<file path="src/rtl/debug_pkg.sv">
// Shared constants for the debug character-output path: serializer state
// encoding and the ASCII codes used when printing hex words.
package debug_pkg;

  localparam int unsigned ST_W = 3;
  typedef logic [ST_W-1:0] state_t;

  localparam state_t ST_IDLE  = 3'd0;
  localparam state_t ST_PFX0  = 3'd1;
  localparam state_t ST_PFX1  = 3'd2;
  localparam state_t ST_DIGIT = 3'd3;
  localparam state_t ST_TERM  = 3'd4;

  localparam int unsigned CHAR_W = 8;

  localparam logic [CHAR_W-1:0] CH_0  = 8'h30;
  localparam logic [CHAR_W-1:0] CH_X  = 8'h78;
  localparam logic [CHAR_W-1:0] CH_LF = 8'h0A;

  // Added to a nibble value 10..15 to land on 'A'..'F' or 'a'..'f'.
  localparam logic [CHAR_W-1:0] CH_UC_OFS = 8'h37;
  localparam logic [CHAR_W-1:0] CH_LC_OFS = 8'h57;

endpackage

</file>
<file path="src/rtl/hex_nibble_ascii.sv">
// Combinational 4-bit value to ASCII hex digit converter.
module hex_nibble_ascii
  import debug_pkg::*;
#(
  parameter bit UPPERCASE = 1'b1
) (
  input  logic [3:0]        nibble,
  output logic [CHAR_W-1:0] char_c
);

  logic [CHAR_W-1:0] alpha_ofs;

  assign alpha_ofs = UPPERCASE ? CH_UC_OFS : CH_LC_OFS;
  assign char_c    = (nibble < 4'd10) ? (CH_0 + CHAR_W'(nibble))
                                      : (alpha_ofs + CHAR_W'(nibble));

endmodule

</file>
<file path="src/rtl/hex_word_serializer.sv">
// Latches a word and streams it out as ASCII hex characters (optional "0x"
// prefix, leading-zero suppression and terminator), one per handshake.
module hex_word_serializer
  import debug_pkg::*;
#(
  parameter int unsigned       WIDTH     = 32,
  parameter bit                PREFIX    = 1'b1,
  parameter bit                UPPERCASE = 1'b1,
  parameter bit                SKIP_LZ   = 1'b0,
  parameter bit                TERM_EN   = 1'b1,
  parameter logic [CHAR_W-1:0] TERM_CHAR = CH_LF
) (
  input  logic              clk,
  input  logic              rst,
  input  logic [WIDTH-1:0]  in_data,
  input  logic              in_valid,
  output logic              in_ready,
  output logic [CHAR_W-1:0] out_char,
  output logic              out_valid,
  input  logic              out_ready,
  output logic              busy
);

  localparam int unsigned NIBBLES = WIDTH / 4;
  localparam int unsigned IDX_W   = (NIBBLES > 1) ? $clog2(NIBBLES) : 1;

  typedef logic [NIBBLES-1:0][3:0] word_t;

  state_t            state_q, state_d;
  word_t             word_q, word_d;
  word_t             in_word;
  logic [IDX_W-1:0]  idx_q, idx_d;
  logic [3:0]        nib_sel;
  logic [CHAR_W-1:0] nib_char_c;
  logic [CHAR_W-1:0] char_d;
  logic              valid_d;
  logic              hs;

  // Index of the most-significant non-zero nibble; 0 for an all-zero word.
  function automatic logic [IDX_W-1:0] msnz_idx(input word_t w);
    msnz_idx = '0;
    for (int unsigned i = 0; i < NIBBLES; i++) begin
      if (w[i] != 4'h0) msnz_idx = IDX_W'(i);
    end
  endfunction

  assign in_word = in_data;
  assign hs      = out_valid && out_ready;

  // State register plus the word/index datapath and registered outputs.
  always_ff @(posedge clk) begin
    if (rst) begin
      state_q   <= ST_IDLE;
      word_q    <= '0;
      idx_q     <= '0;
      out_char  <= 8'h00;
      out_valid <= 1'b0;
      in_ready  <= 1'b1;
      busy      <= 1'b0;
    end else begin
      state_q   <= state_d;
      word_q    <= word_d;
      idx_q     <= idx_d;
      out_char  <= char_d;
      out_valid <= valid_d;
      in_ready  <= (state_d == ST_IDLE);
      busy      <= (state_d != ST_IDLE);
    end
  end

  // Next-state logic; everything except IDLE advances only on a handshake.
  always_comb begin
    state_d = state_q;
    word_d  = word_q;
    idx_d   = idx_q;
    case (state_q)
      ST_IDLE: begin
        if (in_valid) begin
          word_d  = in_word;
          idx_d   = SKIP_LZ ? msnz_idx(in_word) : IDX_W'(NIBBLES - 1);
          state_d = PREFIX ? ST_PFX0 : ST_DIGIT;
        end
      end
      ST_PFX0: if (hs) state_d = ST_PFX1;
      ST_PFX1: if (hs) state_d = ST_DIGIT;
      ST_DIGIT: begin
        if (hs) begin
          if (idx_q != '0) idx_d   = idx_q - 1'b1;
          else             state_d = TERM_EN ? ST_TERM : ST_IDLE;
        end
      end
      ST_TERM: if (hs) state_d = ST_IDLE;
      default: state_d = ST_IDLE;
    endcase
  end

  // The character register is loaded from the upcoming state so it is valid
  // one cycle after acceptance and holds while the sink stalls.
  assign nib_sel = word_d[idx_d];

  hex_nibble_ascii #(
    .UPPERCASE(UPPERCASE)
  ) u_nibble (
    .nibble (nib_sel),
    .char_c (nib_char_c)
  );

  always_comb begin
    char_d  = 8'h00;
    valid_d = 1'b0;
    case (state_d)
      ST_PFX0:  begin char_d = CH_0;       valid_d = 1'b1; end
      ST_PFX1:  begin char_d = CH_X;       valid_d = 1'b1; end
      ST_DIGIT: begin char_d = nib_char_c; valid_d = 1'b1; end
      ST_TERM:  begin char_d = TERM_CHAR;  valid_d = 1'b1; end
      default:  begin char_d = 8'h00;      valid_d = 1'b0; end
    endcase
  end

endmodule

</file>
<file path="config.mk">
export PLATFORM = sky130hd
export DESIGN_NAME = hex_word_serializer
export DESIGN_NICKNAME = d
export VERILOG_FILES = /design/src/rtl/debug_pkg.sv /design/src/rtl/hex_nibble_ascii.sv /design/src/rtl/hex_word_serializer.sv
export SDC_FILE = /design/constraint.sdc
export NUM_CORES = 1
export LEC_CHECK = 0
export CORE_ASPECT_RATIO = 0.8
export CORE_UTILIZATION = 30
export CTS_CLUSTER_DIAMETER = 80
export CTS_CLUSTER_SIZE = 40
export DETAILED_ROUTE_END_ITERATION = 10
export GPL_ROUTABILITY_DRIVEN = 0
export PLACE_DENSITY = 0.53
export SYNTH_ARGS = -nofsm -noshare
export SYNTH_HDL_FRONTEND = slang
export SYNTH_HIERARCHICAL = 1
export SYNTH_SLANG_ARGS = --single-unit
</file>
<file path="constraint.sdc">
create_clock -name clk -period 3.9 [get_ports clk]
set_input_delay 0.78 -clock clk [delete_from_list [all_inputs] [get_ports clk]]
set_output_delay 0.78 -clock clk [all_outputs]
set_load 0.005 [all_outputs]
</file>
==> flow_summary.yaml <==
run_status:
  status: "finished clean"
die:
  dieHeight_um: 82.5
  dieArea_um2: 8460
  coreArea_um2: 7600
  die_x_um: 103
  start_util_pct: 31.9
  ios: 47
  rows: 28
yosys:
  syn_area_um2: 2430
  seq_area_frac_synth_pct: 40.4
  synth_top_cells_by_area: "dfxtp_1 (40%), nand2_1 (10%), a21oi_1 (8.0%), mux2i_1 (7.0%), nor2_1 (2.3%)"
  syn-instance-count: 296
  synth.distinct_cells: 52
  syn-num-nets: 335
  ys_async_sr_fraction_pct: 0
  synth-seq-cells: 49
  avgSynthCellArea_um2: 8.20
  yosys_warnings: 6
  synthFlopType: "dfxtp_1"
  synth_edf_count: 0
  yosys.area.top_type: "dfxtp_1"
  synth_top_area_share_pct: 40.4
routing:
  drc: 0
  via_count: 2148
  wire_per_inst_um: 13.2
  routed_via_density: 4.72
  drtIter0Drc: 104
  dr.pass1.iters: 4
  antenna_left: 0
  routed_wl_um: 6020
timing:
  timing.final.crit_share_pct: 90.0
  min_period_ps: 3510
  finalHoldViolations: 0
  slew_headroom_pct: 43.6
  tightest_slew_ps: 835
  rsz0062_at_grt: "no"
  max_freq_mhz: 285
  fin_setup_tns_ps: 0
  slew_viol_final: 0
  setup_violations: 0
  finClkSkew_ps: 8.87
  setup_ws_ps: 390
placed_design:
  io_buffers: 46
  place_area_um2: 3070
  dp_hpwl_um: 4520
  place_ws_ps: 80.8
final_layout:
  multiInputGateArea_um2: 1320
  final_util_pct: 41.5
  nNetsFinal: 388
  drive_above_1_share_pct: 10.6
  antenna_cells: 0
  layout_commonest_cell: "nand2_1"
  design_area_um2: 3150
  fillers: 794
  regArea_um2: 981
  syn2layout_area_growth_pct: 29.8
  layout_common_cells: "nand2_1 (65), dfxtp_1 (49), clkdlybuf4s50_1 (46), a21oi_1 (39), buf_4 (21)"
cts:
  cts_root_buffer: "clkbuf_8"
  cts_inserted_buffers: 5
  cts_tree: "yes"
  clock_latency_ps: 300
  holdBufCountCts: 0
  cts_htree_levels: 2
  cts_sinks: 49
  cts_resized: 0
  post_cts_buffers: 0
  clockBufferDepth: 2
  path_clk_slew_ps: 90
setup_path:
  worstSetupPathType: "primary input to flip-flop"
  cp_data_required_time_ps: 4120
  reg2reg_depth: 13
  reg2reg_setup_slack_ps: 780
  end_kind: "flip-flop"
  cp-endpoint: "out_char[3]"
  crit_fanout: 8
  r2r-end: "out_char[3]"
  start_kind: "primary input"
  reg2reg_from: "idx_q[0]"
  cp-startpoint: "out_ready"
  critPathArrivalTime_ps: 3730
hold_path:
  hp-class: "flip-flop to flip-flop"
global_route:
  grt_pass1_vias: 2000
  antenna_found_initial: 0
  grt_pass1_wl_um: 9870
  grt_overflow: 0
  track_usage_pct: 15.5
  grt_max_degree: 43
power_and_ir_drop:
  p_leak_nw: 1.23
  vdd_drop_max_mv: 0.135
  power_mw: 1.16
  power_density_nw_per_um2: 366
job:
  maxCapViolCount: 0
layout make-up:
cell class	count	area share (%)
clock buffer	6	2.30
clock inverter	2	0.317
inverter	6	0.714
multi-input combinational	220	41.8
sequential	49	31.1
tap	105	4.17
timing repair buffer	67	19.6
flip-flops by register name (all words and copies together), names as in the netlist:
signal,count
busy,1
idx_q,3
in_ready,1
out_char,8
out_valid,1
state_q,3
word_q,32
worst min-delay path by stage:
stage	end	startpoint	depth (start not counted)	slack [ps]
2_1_floorplan	word_q[4]	word_q[4]	2	430
3_3_place_gp	word_q[22]	word_q[22]	2	440
3_5_place_dp	word_q[23]	word_q[23]	2	450
4_1_cts	word_q[23]	word_q[23]	2	460
5_1_grt	word_q[23]	word_q[23]	2	480
6_report	word_q[6]	word_q[6]	2	460
through the flow:
step | cells | hold WS [ps]
finish | 455 | 463
global route | 455 | 484
CTS | 455 | 464
detailed placement | 447 | 451
global placement | 447 | 444
floorplan | 296 | 433
critical path: stages:
cell and delay, ps:
clkdlybuf4s50_1 530, nand3_2 160, nor3_4 400, buf_4 220
mux2i_1 190, a22o_1 160, nor3_1 40, or4_1 510
buf_4 170, nor3b_1 310, nor2_1 90, nor3_1 170
layer usage:
metal  vias to the layer above  wire length (um)  track usage, %
met5                         -                 0               0
met1                       965              3070            21.1
met4                         0                57            4.43
met2                        49              2600            24.4
li1                       1127                 -               -
met3                         7               296            3.54
logic make-up after synthesis:
family                   share of synthesized area, %
AO/OA/AOI/OAI                                    18.7
XOR/XNOR                                        0.361
adder cells (fa/ha/maj)                          1.55
buffers and inverters                            5.36
flip-flops                                       40.4
multiplexers                                     8.40
other                                           0.154
AND/OR/NAND/NOR                                  25.1
synthesized netlist by cell type (2+ instances only):
cell type / n
a2111oi_0: 2
nor2b_1: 6
nand3_1: 4
dfxtp_1: 49
nor3_1: 9
mux2i_1: 17
buf_6: 2
ha_1: 3
a21o_1: 4
a22o_1: 2
o31ai_1: 2
nand2_1: 65
a211oi_1: 3
mux2_2: 2
a21oi_1: 39
o21a_1: 3
a211o_1: 2
and2_1: 5
and3_1: 3
buf_4: 3
inv_1: 6
nand2b_1: 2
a221oi_1: 3
buf_2: 2
clkbuf_1: 14
nor2_1: 15
o21ai_0: 2
nand4_1: 3
power by group:
| group | leakage [nW] | total, mW | internal [mW] | switching, mW |
|---|---|---|---|---|
| clock | 0.0450 | 0.291 | 0.125 | 0.167 |
| combinational | 0.784 | 0.306 | 0.153 | 0.154 |
| sequential | 0.403 | 0.558 | 0.534 | 0.0236 |
Power figures use the tool's default switching activity.
